--- src/rtl/gpio_in_pkg.sv ---
// Shared definitions for the GPIO input port: bus width, default base address,
// register offsets and the register-select encoding.
package gpio_in_pkg;

  localparam int MXLEN = 32;

  localparam logic [MXLEN-1:0] GPIO_IN_BASE = 32'h0000_1100;

  // Byte offsets of the four registers relative to the base address.
  localparam logic [MXLEN-1:0] GPIO_IN_DATA = 32'h0000_0000;
  localparam logic [MXLEN-1:0] GPIO_IN_RISE = 32'h0000_0004;
  localparam logic [MXLEN-1:0] GPIO_IN_FALL = 32'h0000_0008;
  localparam logic [MXLEN-1:0] GPIO_IN_IE   = 32'h0000_000C;

  typedef enum logic [1:0] {
    REG_DATA = 2'd0,
    REG_RISE = 2'd1,
    REG_FALL = 2'd2,
    REG_IE   = 2'd3
  } reg_sel_e;

  // Word index within the 16-byte register window -> register select.
  function automatic reg_sel_e word_sel(input logic [1:0] word);
    return reg_sel_e'(word);
  endfunction

endpackage

--- src/rtl/gpio_in_if.sv ---
// Data-bus slice seen by the GPIO input port: address, load/store strobes,
// store data, combinational read data and the registered interrupt request.
interface gpio_in_if;

  logic [gpio_in_pkg::MXLEN-1:0] addr;
  logic                          load;
  logic                          store;
  logic [gpio_in_pkg::MXLEN-1:0] w_data;
  logic [gpio_in_pkg::MXLEN-1:0] r_data;
  logic                          irq;

  modport master (
    output addr,
    output load,
    output store,
    output w_data,
    input  r_data,
    input  irq
  );

  modport slave (
    input  addr,
    input  load,
    input  store,
    input  w_data,
    output r_data,
    output irq
  );

endinterface

--- src/rtl/gpio_in_filter.sv ---
// One pin's front end: two-flop synchroniser, debounce counter and debounced level,
// plus single-cycle pulses on the edge where the debounced level changes.
module gpio_in_filter #(
  parameter int DEBOUNCE = 16
) (
  input  logic clk,
  input  logic rst_n,
  input  logic pin,
  output logic stable,
  output logic rise,
  output logic fall
);

  localparam int              CW   = $clog2(DEBOUNCE + 1);
  localparam logic [CW-1:0]   LAST = CW'(DEBOUNCE - 1);

  logic          s1_reg;
  logic          s2_reg;
  logic          stable_reg;
  logic          stable_next;
  logic [CW-1:0] cnt_reg;
  logic [CW-1:0] cnt_next;
  logic          accept;

  // Any cycle where the synchronised input agrees with the stable level
  // restarts the window, so the counter never exceeds LAST.
  always_comb begin
    cnt_next    = '0;
    stable_next = stable_reg;
    accept      = 1'b0;
    if (s2_reg != stable_reg) begin
      if (cnt_reg == LAST) begin
        accept      = 1'b1;
        stable_next = s2_reg;
      end else begin
        cnt_next = cnt_reg + CW'(1);
      end
    end
  end

  always_ff @(posedge clk or negedge rst_n) begin
    if (!rst_n) begin
      s1_reg     <= 1'b0;
      s2_reg     <= 1'b0;
      stable_reg <= 1'b0;
      cnt_reg    <= '0;
    end else begin
      s1_reg     <= pin;
      s2_reg     <= s1_reg;
      stable_reg <= stable_next;
      cnt_reg    <= cnt_next;
    end
  end

  // Edge pulses are asserted in the cycle before stable flips so the top can
  // set its pending bits on the same edge that updates the level.
  assign stable = stable_reg;
  assign rise   = accept &  s2_reg;
  assign fall   = accept & ~s2_reg;

endmodule

--- src/rtl/gpio_in.sv ---
// Memory-mapped GPIO input port: per-pin debounced levels, sticky W1C rise/fall
// pending bits, per-pin interrupt enable and a registered level interrupt.
module gpio_in
  import gpio_in_pkg::*;
#(
  parameter int               NPINS    = 4,
  parameter int               DEBOUNCE = 16,
  parameter logic [MXLEN-1:0] BASE     = GPIO_IN_BASE
) (
  input  logic             clk,
  input  logic             rst_n,
  input  logic [NPINS-1:0] pins,
  gpio_in_if.slave         bus
);

  logic [NPINS-1:0] stable;
  logic [NPINS-1:0] rise_evt;
  logic [NPINS-1:0] fall_evt;

  generate
    for (genvar gi = 0; gi < NPINS; gi++) begin : g_pin
      gpio_in_filter #(
        .DEBOUNCE(DEBOUNCE)
      ) u_filter (
        .clk    (clk),
        .rst_n  (rst_n),
        .pin    (pins[gi]),
        .stable (stable[gi]),
        .rise   (rise_evt[gi]),
        .fall   (fall_evt[gi])
      );
    end
  endgenerate

  logic             hit;
  reg_sel_e         sel;
  logic [NPINS-1:0] wmask;
  logic             wr_rise;
  logic             wr_fall;
  logic             wr_ie;

  logic [NPINS-1:0] rise_reg;
  logic [NPINS-1:0] rise_next;
  logic [NPINS-1:0] fall_reg;
  logic [NPINS-1:0] fall_next;
  logic [NPINS-1:0] ie_reg;
  logic [NPINS-1:0] ie_next;
  logic             irq_reg;
  logic             irq_next;
  logic [NPINS-1:0] rd_val;

  // Only the 16-byte window is decoded; the byte offset within a word is ignored.
  assign hit   = (bus.addr[MXLEN-1:4] == BASE[MXLEN-1:4]);
  assign sel   = word_sel(bus.addr[3:2]);
  assign wmask = bus.w_data[NPINS-1:0];

  always_comb begin
    wr_rise = 1'b0;
    wr_fall = 1'b0;
    wr_ie   = 1'b0;
    if (bus.store && hit) begin
      wr_rise = (sel == REG_RISE);
      wr_fall = (sel == REG_FALL);
      wr_ie   = (sel == REG_IE);
    end
  end

  // A new edge on the same cycle as a W1C keeps its pending bit set.
  always_comb begin
    rise_next = rise_reg;
    fall_next = fall_reg;
    ie_next   = ie_reg;
    if (wr_rise) begin
      rise_next = rise_reg & ~wmask;
    end
    if (wr_fall) begin
      fall_next = fall_reg & ~wmask;
    end
    if (wr_ie) begin
      ie_next = wmask;
    end
    rise_next = rise_next | rise_evt;
    fall_next = fall_next | fall_evt;
    irq_next  = |((rise_reg | fall_reg) & ie_reg);
  end

  always_ff @(posedge clk or negedge rst_n) begin
    if (!rst_n) begin
      rise_reg <= '0;
      fall_reg <= '0;
      ie_reg   <= '0;
      irq_reg  <= 1'b0;
    end else begin
      rise_reg <= rise_next;
      fall_reg <= fall_next;
      ie_reg   <= ie_next;
      irq_reg  <= irq_next;
    end
  end

  // Read path is purely combinational and side-effect free, so a simultaneous
  // store is observed with its pre-store contents.
  always_comb begin
    rd_val = '0;
    unique case (sel)
      REG_DATA: rd_val = stable;
      REG_RISE: rd_val = rise_reg;
      REG_FALL: rd_val = fall_reg;
      REG_IE:   rd_val = ie_reg;
      default:  rd_val = '0;
    endcase
  end

  always_comb begin
    bus.r_data = '0;
    if (bus.load && hit) begin
      bus.r_data[NPINS-1:0] = rd_val;
    end
  end

  assign bus.irq = irq_reg;

  logic unused_bus_bits;
  generate
    if (NPINS < MXLEN) begin : g_unused_wide
      assign unused_bus_bits = ^{bus.addr[1:0], bus.w_data[MXLEN-1:NPINS]};
    end else begin : g_unused_full
      assign unused_bus_bits = ^bus.addr[1:0];
    end
  endgenerate

endmodule
--- src/flat_wrapper.sv ---
// flat-port wrapper written by rule: the top's interface ports become plain ports
module gpio_in_flat import gpio_in_pkg::*;
#(
  parameter int               NPINS    = 4,
  parameter int               DEBOUNCE = 16,
  parameter logic [MXLEN-1:0] BASE     = GPIO_IN_BASE
)
  (clk, rst_n, pins, bus_addr, bus_load, bus_store, bus_w_data, bus_r_data, bus_irq);
  gpio_in_if bus_i ();
  input  logic clk;
  input  logic rst_n;
  input  logic [NPINS-1:0] pins;
  input wire logic [$bits(bus_i.addr)-1:0] bus_addr;
  input wire logic [$bits(bus_i.load)-1:0] bus_load;
  input wire logic [$bits(bus_i.store)-1:0] bus_store;
  input wire logic [$bits(bus_i.w_data)-1:0] bus_w_data;
  output wire logic [$bits(bus_i.r_data)-1:0] bus_r_data;
  output wire logic [$bits(bus_i.irq)-1:0] bus_irq;
  assign bus_i.addr = bus_addr;
  assign bus_i.load = bus_load;
  assign bus_i.store = bus_store;
  assign bus_i.w_data = bus_w_data;
  assign bus_r_data = bus_i.r_data;
  assign bus_irq = bus_i.irq;
  gpio_in #(.NPINS(NPINS), .DEBOUNCE(DEBOUNCE), .BASE(BASE)) u_core (.clk(clk), .rst_n(rst_n), .pins(pins), .bus(bus_i));
endmodule
--- config.mk ---
export PLATFORM = sky130hd
export DESIGN_NAME = gpio_in_flat
export DESIGN_NICKNAME = d
export VERILOG_FILES = /design/src/rtl/gpio_in_pkg.sv /design/src/rtl/gpio_in_if.sv /design/src/rtl/gpio_in_filter.sv /design/src/rtl/gpio_in.sv /design/src/flat_wrapper.sv
export SDC_FILE = /design/constraint.sdc
export NUM_CORES = 1
export LEC_CHECK = 0
export CAP_MARGIN = 0
export CORE_ASPECT_RATIO = 1.1
export CORE_MARGIN = 2
export CORE_UTILIZATION = 34
export DETAILED_ROUTE_END_ITERATION = 8
export DONT_BUFFER_PORTS = 1
export HOLD_SLACK_MARGIN = 0.02
export PLACE_DENSITY = 0.5
export SLEW_MARGIN = 20
export SYNTH_ARGS = -nofsm -noshare
export SYNTH_HDL_FRONTEND = slang
export SYNTH_SLANG_ARGS = --single-unit
--- constraint.sdc ---
create_clock -name clk -period 3.7 [get_ports clk]
set_input_delay 0.555 -clock clk [delete_from_list [all_inputs] [get_ports clk]]
set_output_delay 0.555 -clock clk [all_outputs]
set_load 0.005 [all_outputs]
* Word-level counts from Yosys, hierarchy flattened
Index checks and enable logic that the tools add are counted.
Word-level totals: word-level logic and storage cells 86, bits of input ports 72, register bits after elaboration 45, output and inout bits 33
Operators by class: bitwise operators 19, equal/unequal tests 12, $add $sub $neg 4, muxes and demuxes 23, reduce and logical (&&, ||, !) cells 8
Operators by type and width (count):
- 2-to-1 mux 5 bit | 8
- equality test 28 x 9 -> 1 bit (second input constant) | 1
- adder 5 x 1 -> 5 bit (second input constant) | 4
- equality test 5 x 4 -> 1 bit (second input constant) | 4
- one-hot mux 4 bit (4 select lines) | 1
- bitwise AND 4 bit | 3
- 2-to-1 mux 4 bit | 3
- OR 4 bit | 3
- 2-to-1 mux 1 bit | 11
- bitwise AND 1 bit | 8
- AND reduction 2 bit | 4
- equality test 2 bit (second input constant) | 2
- != test 1 bit | 4
- NOT 1 bit | 4
- NOT 4 bit | 1
- OR reduction 4 bit | 1
- equality test 2 x 1 -> 1 bit (second input constant) | 1
- logical AND 1 bit | 2
- zero test 2 bit | 1

* Depth between registers and ports, before layout
Gate-level depths: netlist of the first run.
word-level depth 5, depth in mapped cells 5, gate-level depth less buffers 4

* Cells and area by module
From an unflattened synthesis of the first run, not the netlist that was laid out.
Unflattened totals: cell total of the unflattened synthesis 197, area, all modules 2265.9 sq um
Modules (own cells, without submodules):
- gpio_in_filter | area each 324.1 sq um, sequential area each 200.2 sq um, cells each 24, instances 4
- gpio_in | area each 969.7 sq um, sequential area each 325.3 sq um, cells each 101, instances 1

* Least setup slack after synthesis of the first run
No wires, ideal clock.
path kind input-to-output, start point input port bus_addr[19], end point output port bus_r_data[0], path slack 1469 ps, buffers on the path 0, arrival time 1676 ps, required time 3145 ps, stages 3, path through or4_4 > nor4_1 > and3_1
Between the ends: longest elaborated chain between the ends 3
Ends and longest elaborated chain:
- start: declaration | line flat_wrapper.sv:13 | input wire logic [$bits(bus_i.addr)-1:0] bus_addr;
- equality test 28 x 9 -> 1 bit | line gpio_in.sv:53 | assign hit = (bus.addr[MXLEN-1:4] == BASE[MXLEN-1:4]);
- logical AND 1 bit | line gpio_in.sv:116 | if (bus.load && hit) begin
- 2-to-1 mux 4 bit | line gpio_in.sv:116
- end: declaration | line flat_wrapper.sv:17 | output wire logic [$bits(bus_i.r_data)-1:0] bus_r_data;
No other way between the ends.

* Worst setup path after layout of the first run
start point input port bus_addr[19], end point output port bus_r_data[1]
The elaborated chain is that of the path after synthesis.

==> report_table.html, run 1 <==
<table>
<tr><th>Metric</th><th>Value</th></tr>
<tr><th colspan="2">Run status</th></tr>
<tr><td>Result of the run</td><td>completed</td></tr>
<tr><th colspan="2">GRT</th></tr>
<tr><td>First-pass GRT wire length</td><td>6070 µm</td></tr>
<tr><td>Vias in the first global route</td><td>about 1,300</td></tr>
<tr><td>Total congestion overflow after global routing</td><td>0</td></tr>
<tr><td>GR Util met2</td><td>between 10% and 20%</td></tr>
<tr><td>Met3 Resource Use GR</td><td>~4.5%</td></tr>
<tr><td>Met1 usage in global routing</td><td>13.2%</td></tr>
<tr><td>Largest net degree at the start of global routing</td><td>46</td></tr>
<tr><td>Layer carrying the most global-route usage</td><td>met2</td></tr>
<tr><td>Antenna violations before repair</td><td>0</td></tr>
<tr><td>All-Layer GR Usage</td><td>about an eighth</td></tr>
<tr><th colspan="2">Floorplan</th></tr>
<tr><td>Initial core utilization</td><td>between 30% and 40%</td></tr>
<tr><td>Die boundary height</td><td>roughly 90 µm</td></tr>
<tr><td>Die area</td><td>7260 µm²</td></tr>
<tr><td>Die X-Extent</td><td>81.4 µm</td></tr>
<tr><td>Row count</td><td>31</td></tr>
<tr><td>Area inside the core boundary</td><td>6480 µm²</td></tr>
<tr><td>Top Ports</td><td>105</td></tr>
<tr><th colspan="2">Cells and area</th></tr>
<tr><td>Most common cell after layout, fill and taps aside</td><td>dfrtp_1</td></tr>
<tr><td>N_diodes</td><td>0</td></tr>
<tr><td>Net count reported at finish</td><td>approximately 270</td></tr>
<tr><td>Flip-flop count of the largest register after layout</td><td>20</td></tr>
<tr><td>Finished Cell Area</td><td>between 2000 and 2500 µm²</td></tr>
<tr><td>Final Instance Count excl. Fillers</td><td>280</td></tr>
<tr><td>Top library cells by usage in the layout, fill and taps aside</td><td>dfrtp_1, conb_1, nor2b_1</td></tr>
<tr><td>Area overhead of the layout relative to synthesis</td><td>5.75%</td></tr>
<tr><td>Fraction of layout cells with a size suffix above 1</td><td>approximately 16%</td></tr>
<tr><th colspan="2">Setup path</th></tr>
<tr><td>Type of origin of the critical path</td><td>input pin</td></tr>
<tr><td>Reg2Reg Depth</td><td>4</td></tr>
<tr><td>Worst setup slack for register-to-register paths</td><td>between 2000 and 2500 ps</td></tr>
<tr><td>Reg-to-Reg Start</td><td>u_core.g_pin[3].u_filter.cnt_reg[0]</td></tr>
<tr><td>Type of the setup path with the least slack</td><td>input pin to output pin</td></tr>
<tr><td>Required time of the critical path</td><td>around 3100 ps</td></tr>
<tr><td>CP Capture Type</td><td>output pin</td></tr>
<tr><td>Arrival time worst endpoint</td><td>roughly 2100 ps</td></tr>
<tr><td>Endpoint of the worst register-to-register path</td><td>u_core.g_pin[3].u_filter.stable</td></tr>
<tr><td>Largest driver fanout on the critical path</td><td>4</td></tr>
<tr><th colspan="2">Clock network</th></tr>
<tr><td># Post-CTS Setup Buffers</td><td>0</td></tr>
<tr><td>CTS buffer count</td><td>5</td></tr>
<tr><td>CTS H-tree depth</td><td>2</td></tr>
<tr><td>Clk root buf</td><td>clkbuf_8</td></tr>
<tr><td>Clock transition at path regs</td><td>roughly 80 ps</td></tr>
<tr><td>Maximum clock insertion buffer count</td><td>2</td></tr>
<tr><td>Sinks on Clock Net</td><td>between 40 and 50</td></tr>
<tr><td>Insertion delay to the later sink of the worst-skew pair</td><td>between 200 and 300 ps</td></tr>
<tr><td>Clock tree from TritonCTS</td><td>built</td></tr>
<tr><th colspan="2">Detailed routing</th></tr>
<tr><td>Drt wl/cell</td><td>13.9 µm</td></tr>
<tr><td>Total DRC errors in the routed layout</td><td>0</td></tr>
<tr><td>Number of iterations in the first detailed-routing pass</td><td>4</td></tr>
<tr><td>ANT nets after route</td><td>0</td></tr>
<tr><td>Iteration-0 DRC Markers</td><td>53</td></tr>
<tr><td>Vias per std cell</td><td>around 4.7</td></tr>
<tr><td>Via total after detailed routing</td><td>approximately 1,300</td></tr>
<tr><td>Final WL</td><td>~4000 µm</td></tr>
<tr><th colspan="2">Power</th></tr>
<tr><td>Part of the total power dissipated in combinational logic</td><td>roughly 6%</td></tr>
<tr><td>Cell-internal power</td><td>between 700 and 800 µW</td></tr>
<tr><td>Fraction of power spent switching nets</td><td>21.2%</td></tr>
<tr><td>Design Power</td><td>around 960 µW</td></tr>
<tr><td>Maximum VDD drop</td><td>about 0.00021 V</td></tr>
<tr><td>Clk pwr share</td><td>about two fifths</td></tr>
<tr><td>Seq pwr share</td><td>between 50 and 60%</td></tr>
<tr><td>Switching pwr</td><td>slightly above 200 µW</td></tr>
<tr><td>Static leakage</td><td>roughly 1.2 nW</td></tr>
<tr><td>Power per cell area</td><td>404 nW/µm²</td></tr>
<tr><th colspan="2">Timing</th></tr>
<tr><td>Transition at the pin with the smallest max-transition slack</td><td>790 ps</td></tr>
<tr><td>Setup repair after global routing missed its margin</td><td>no</td></tr>
<tr><td>Pins Over Slew Limit</td><td>0</td></tr>
<tr><td>Final critical-path required period</td><td>between 2000 and 3000 ps</td></tr>
<tr><td>Slew headroom</td><td>around 47%</td></tr>
<tr><td>Worst path setup slack after routing</td><td>approximately 1000 ps</td></tr>
<tr><td>Worst Skew</td><td>4.30 ps</td></tr>
<tr><td>Crit share post-route</td><td>roughly 72%</td></tr>
<tr><td>Setup_tns</td><td>0 ps</td></tr>
<tr><td>Final hold vios</td><td>0</td></tr>
<tr><td>Timing-limited maximum frequency</td><td>around 370 MHz</td></tr>
<tr><td>Number of endpoints failing setup at the final stage</td><td>0</td></tr>
<tr><th colspan="2">Synth</th></tr>
<tr><td>Post-synthesis instance area</td><td>2240 µm²</td></tr>
<tr><td>Portion of netlist area occupied by mux cells</td><td>8.04%</td></tr>
<tr><td>Adder-Cell Fraction of Synth Area</td><td>2.23%</td></tr>
<tr><td>Sequential-to-total area share from yosys stat</td><td>about 50%</td></tr>
<tr><td>Warnings from Yosys</td><td>0</td></tr>
<tr><td>Average cell area after synthesis</td><td>approximately 12 µm²</td></tr>
<tr><td>Main combinational cell family by area after synthesis</td><td>simple AND/OR/NAND/NOR gates</td></tr>
<tr><td>Cell count after synthesis</td><td>192</td></tr>
<tr><td>Cell variety after synth</td><td>27</td></tr>
<tr><td>Synth Area in Compound Gates</td><td>under 10%</td></tr>
<tr><td>Register bit total from synthesis</td><td>45</td></tr>
<tr><td>Simple logic cell fraction of the synthesized area</td><td>20.5%</td></tr>
<tr><td>Post-Synth XOR/XNOR Area</td><td>3.13%</td></tr>
<tr><th colspan="2">Placed design</th></tr>
<tr><td>Port Buf Inserts</td><td>0</td></tr>
<tr><td>Placed cell area</td><td>roughly 2200 µm²</td></tr>
<tr><td>DP Worst Slack</td><td>~970 ps</td></tr>
<tr><td>Placed insts</td><td>between 200 and 300</td></tr>
<tr><td>Post-detailed-placement half-perimeter wirelength</td><td>~2900 µm</td></tr>
<tr><td>Routability congestion estimate from global placement</td><td>0.782</td></tr>
<tr><th colspan="2">Worst hold path</th></tr>
<tr><td>Worst Hold Class</td><td>input pin to async pin</td></tr>
<tr><th colspan="2">Job</th></tr>
<tr><td>Number of max-cap violations</td><td>0</td></tr>
</table>
-- kinds of logic after synthesis --
| kind of cell | after synthesis |
|---|---|
| buf+inv | 33 |
| mux | 12 |
| xor+xnor | 8 |
| compound gates | 16 |
| simple gates | 73 |
| fa+ha+maj | 4 |
| other cells | 1 |
| flops | 45 |
-- cell usage after synthesis --
cell       n  area (µm²)
a221o_1    7        70.1
a221o_2    1        11.3
and2_1     7        43.8
and3_1     8        50.1
and4_1     1        8.76
buf_2      1        5.00
buf_4     28         210
clkbuf_1   1        3.75
conb_1     1        3.75
dfrtp_1   45        1130
ha_1       4        50.1
inv_1      3        11.3
mux2_2     8        90.1
mux4_2     4        90.1
nand3_1    8        40.0
nand4_1    1        6.26
nand4_2    3        37.5
nor2_1    14        52.6
nor2b_1   18         113
nor3_4     1        16.3
nor4_1     3        18.8
nor4b_1    2        17.5
o21ai_0    8        40.0
or2_2      4        25.0
or4_1      1        7.51
or4_4      2        22.5
xor2_1     8        70.1
-- through the flow --
stage	hold WS, ps	util [%]
after floorplan	259	-
after global placement	260	34.4
after detailed placement	260	34.4
after CTS	100	36.6
after global routing	98.2	36.6
final	104	36.6
-- critical path, stage by stage --
cell,delay (ps)
or4_4,540
nor4_1,710
and3_1,320
-- power groups by stage --
stage                     clock network [mW]  logic [mW]  registers [mW]
after floorplan                            0      0.0632           0.527
after global placement                     0      0.0448           0.530
after detailed placement                   0      0.0452           0.530
after CTS                              0.395      0.0586           0.520
after global routing                   0.415      0.0695           0.523
final                                  0.381      0.0571           0.520
-- repair_timing --
item,CTS,global route
resized for setup,0,0
setup endpoints to repair,0,0
hold buffers,1,0
hold endpoints to repair,45,0
-- worst max-delay path by stage --
| stage | from | slack [ps] | cells past startpoint | to |
|---|---|---|---|---|
| 5_1_grt | bus_addr[19] | 940 | 3 | bus_r_data[1] |
| 6_report | bus_addr[19] | 1020 | 3 | bus_r_data[1] |
| 3_3_place_gp | bus_addr[19] | 970 | 3 | bus_r_data[3] |
| 2_1_floorplan | bus_addr[19] | 1470 | 3 | bus_r_data[0] |
| 4_1_cts | bus_addr[19] | 970 | 3 | bus_r_data[1] |
| 3_5_place_dp | bus_addr[19] | 970 | 3 | bus_r_data[1] |
-- layer usage --
metal	vias to the layer above	routed length, µm
met3	5	350
met2	65	1850
li1	625	-
met4	0	67
met5	-	0
met1	631	1620
-- final cells by class --
class,instances,area [µm²]
timing repair buffer,1,27.5
multi-input combinational,141,986
sequential,45,1130
inverter,3,11.3
tap,82,103
clock inverter,1,30.0
clock buffer,7,86.3
fill,649,4110
No activity file was read; power rests on OpenSTA's default activity.
==> run 2, diff against run 1 <==
Clock period 3.7 ns to 2.5 ns, I/O delays scaled along.
==> report_table.html, run 2 (synthesis gave the netlist of run 1 again) <==
<table>
<tr><th>Metric</th><th>Value</th></tr>
<tr><th colspan="2">Run status</th></tr>
<tr><td>Result of the run</td><td>completed</td></tr>
<tr><th colspan="2">Cells and area</th></tr>
<tr><td>Flip-flop count of the largest register after layout</td><td>20</td></tr>
<tr><td>Top library cells by usage in the layout, fill and taps aside</td><td>dfrtp_1, conb_1, nor2b_1</td></tr>
<tr><td>Combined area of the multi-input logic cells</td><td>about 990 µm²</td></tr>
<tr><td>Filler Cells Inserted</td><td>651</td></tr>
<tr><td>Area overhead of the layout relative to synthesis</td><td>6.70%</td></tr>
<tr><td>Fraction of layout cells with a size suffix above 1</td><td>16.5%</td></tr>
<tr><td>Finished Cell Area</td><td>roughly 2400 µm²</td></tr>
<tr><td>Net count reported at finish</td><td>between 200 and 300</td></tr>
<tr><td>Register Area</td><td>1130 µm²</td></tr>
<tr><td>Final Instance Count excl. Fillers</td><td>about 280</td></tr>
<tr><td>Most common cell after layout, fill and taps aside</td><td>dfrtp_1</td></tr>
<tr><td>N_diodes</td><td>0</td></tr>
<tr><th colspan="2">Worst hold path</th></tr>
<tr><td>Worst Hold Class</td><td>input pin to flop</td></tr>
<tr><td>Hold Path Cell Cnt</td><td>0</td></tr>
<tr><td>Start point of the worst hold path</td><td>pins[0]</td></tr>
<tr><td>Endpoint, Worst Hold</td><td>u_core.g_pin[0].u_filter.s1_reg</td></tr>
<tr><th colspan="2">Floorplan</th></tr>
<tr><td>Top Ports</td><td>between 100 and 150</td></tr>
<tr><td>Initial core utilization</td><td>roughly a third</td></tr>
<tr><td>Area inside the core boundary</td><td>6480 µm²</td></tr>
<tr><td>Die X-Extent</td><td>81.4 µm</td></tr>
<tr><td>Row count</td><td>31</td></tr>
<tr><td>Die area</td><td>between 7000 and 8000 µm²</td></tr>
<tr><td>Die boundary height</td><td>between 80 and 90 µm</td></tr>
<tr><th colspan="2">Timing</th></tr>
<tr><td>Final hold vios</td><td>0</td></tr>
<tr><td>Number of endpoints failing setup at the final stage</td><td>0</td></tr>
<tr><td>Final critical-path required period</td><td>slightly below 2000 ps</td></tr>
<tr><td>Crit share post-route</td><td>slightly below 80%</td></tr>
<tr><td>Pins Over Slew Limit</td><td>0</td></tr>
<tr><td>Worst Skew</td><td>7.00 ps</td></tr>
<tr><td>Setup_tns</td><td>0 ps</td></tr>
<tr><td>Worst Hold Slack</td><td>~100 ps</td></tr>
<tr><td>Worst path setup slack after routing</td><td>about 520 ps</td></tr>
<tr><td>Setup repair after global routing missed its margin</td><td>no</td></tr>
<tr><td>Timing-limited maximum frequency</td><td>between 500 and 600 MHz</td></tr>
<tr><th colspan="2">Detailed routing</th></tr>
<tr><td>Vias per std cell</td><td>4.81</td></tr>
<tr><td>Total DRC errors in the routed layout</td><td>0</td></tr>
<tr><td>Metal1 wirelength</td><td>between 1500 and 2000 µm</td></tr>
<tr><td>Number of iterations in the first detailed-routing pass</td><td>4</td></tr>
<tr><td>Via total after detailed routing</td><td>roughly 1,400</td></tr>
<tr><td>Final WL</td><td>3950 µm</td></tr>
<tr><td>Met3 wirelength from detailed routing</td><td>353 µm</td></tr>
<tr><td>Total met2 wirelength after detailed routing</td><td>1940 µm</td></tr>
<tr><td>Highest routed metal layer</td><td>met4</td></tr>
<tr><td>Drt wl/cell</td><td>roughly 14 µm</td></tr>
<tr><td>Iteration-0 DRC Markers</td><td>between 50 and 60</td></tr>
<tr><td>ANT nets after route</td><td>0</td></tr>
<tr><th colspan="2">Clock network</th></tr>
<tr><td>Sinks on Clock Net</td><td>45</td></tr>
<tr><td>Clk root buf</td><td>clkbuf_8</td></tr>
<tr><td>CTS buffer count</td><td>5</td></tr>
<tr><td>Clock tree from TritonCTS</td><td>built</td></tr>
<tr><td>CTS-repair resized insts</td><td>0</td></tr>
<tr><td>Maximum clock insertion buffer count</td><td>2</td></tr>
<tr><td>Insertion delay to the later sink of the worst-skew pair</td><td>between 200 and 300 ps</td></tr>
<tr><td>Clock transition at path regs</td><td>~80 ps</td></tr>
<tr><td>CTS H-tree depth</td><td>2</td></tr>
<tr><th colspan="2">Setup path</th></tr>
<tr><td>Reg2Reg Depth</td><td>4</td></tr>
<tr><td>Required time of the critical path</td><td>about 2100 ps</td></tr>
<tr><td>Worst setup slack for register-to-register paths</td><td>1130 ps</td></tr>
<tr><td>Crit path max-delay cell type</td><td>or4_4</td></tr>
<tr><td>Largest driver fanout on the critical path</td><td>4</td></tr>
<tr><td>Worst stage delay on the critical path</td><td>540 ps</td></tr>
<tr><td>Cell family contributing the most delay on the critical path</td><td>simple AND/OR/NAND/NOR gates</td></tr>
<tr><td>Endpoint of the worst register-to-register path</td><td>u_core.g_pin[1].u_filter.stable</td></tr>
<tr><td>Sequence of cells on the critical path</td><td>or4_4 -&gt; nor4_1 -&gt; buf_4 -&gt; and3_1</td></tr>
<tr><td>CP Capture Type</td><td>output pin</td></tr>
<tr><td>Type of origin of the critical path</td><td>input pin</td></tr>
<tr><td>Reg-to-Reg Start</td><td>u_core.g_pin[1].u_filter.cnt_reg[0]</td></tr>
<tr><td>WP buf/inv</td><td>1</td></tr>
<tr><td>Arrival time worst endpoint</td><td>between 1500 and 2000 ps</td></tr>
<tr><td>Type of the setup path with the least slack</td><td>input pin to output pin</td></tr>
<tr><th colspan="2">Power</th></tr>
<tr><td>Static leakage</td><td>1.18 nW</td></tr>
<tr><td>Maximum VDD drop</td><td>approximately 0.00025 V</td></tr>
<tr><td>Power per cell area</td><td>between 500 and 600 nW/µm²</td></tr>
<tr><th colspan="2">Placed design</th></tr>
<tr><td>Placed cell area</td><td>2230 µm²</td></tr>
<tr><td>Port Buf Inserts</td><td>0</td></tr>
<tr><td>Post-detailed-placement half-perimeter wirelength</td><td>2920 µm</td></tr>
<tr><td>Routability congestion estimate from global placement</td><td>between 0.7 and 0.8</td></tr>
<tr><td>Placed insts</td><td>about 270</td></tr>
<tr><td>DP Worst Slack</td><td>about 500 ps</td></tr>
<tr><th colspan="2">GRT</th></tr>
<tr><td>Total congestion overflow after global routing</td><td>0</td></tr>
<tr><td>Largest net degree at the start of global routing</td><td>46</td></tr>
<tr><td>Vias in the first global route</td><td>between 1,000 and 1,500</td></tr>
<tr><td>Antenna violations before repair</td><td>0</td></tr>
<tr><td>First-pass GRT wire length</td><td>between 6000 and 7000 µm</td></tr>
<tr><td>All-Layer GR Usage</td><td>approximately an eighth</td></tr>
<tr><th colspan="2">Job</th></tr>
<tr><td>Number of max-cap violations</td><td>0</td></tr>
</table>
-- run 2: metrics by stage --
step | power, mW | utilization (%)
after floorplan | 0.874 | -
after global placement | 0.850 | 34.5
after detailed placement | 0.852 | 34.5
after CTS | 1.45 | 36.9
after global routing | 1.50 | 36.9
final | 1.43 | 36.9
-- run 2: worst max-delay path by stage --
stage                      start             to  slack, ps  cells past startpoint
global route        bus_addr[19]  bus_r_data[3]        450                      4
global placement    bus_addr[19]  bus_r_data[3]        510                      4
CTS                 bus_addr[19]  bus_r_data[3]        480                      4
floorplan           bus_addr[19]  bus_r_data[0]        630                      3
detailed placement  bus_addr[19]  bus_r_data[3]        500                      4
finish              bus_addr[19]  bus_r_data[3]        520                      4
-- run 2: power by group --
group	internal [mW]	leakage (nW)	switching, mW
clock	0.325	0.0574	0.248
combinational	0.0398	0.545	0.0473
sequential	0.753	0.579	0.0173
total	1.12	1.18	0.312
-- run 2: worst reg2reg max path, stage by stage (launching register included) --
cell and delay, ps:
dfrtp_1 370, ha_1 180, nand3_1 110, nor2_1 230, mux2_2 370
-- run 2: what timing repair did --
action,CTS,global route
setup buffers,0,0
hold endpoints to repair,45,0
hold buffers,2,0
-- run 2: cell type report --
type                    count  area share, %
flip-flops and latches     45           47.1
multi-input cells         141           41.2
well taps                  82           4.29
clock buffers               6           3.45
repair buffers              3           1.88
clock inverters             2           1.57
inverters                   3          0.471
-- run 2: routing by layer --
layer  vias to the layer above  track usage (%)
met4                         0             5.55
met2                        69             20.5
met1                       648             13.9
met3                         6             3.94
li1                        633                -
met5                         -                0
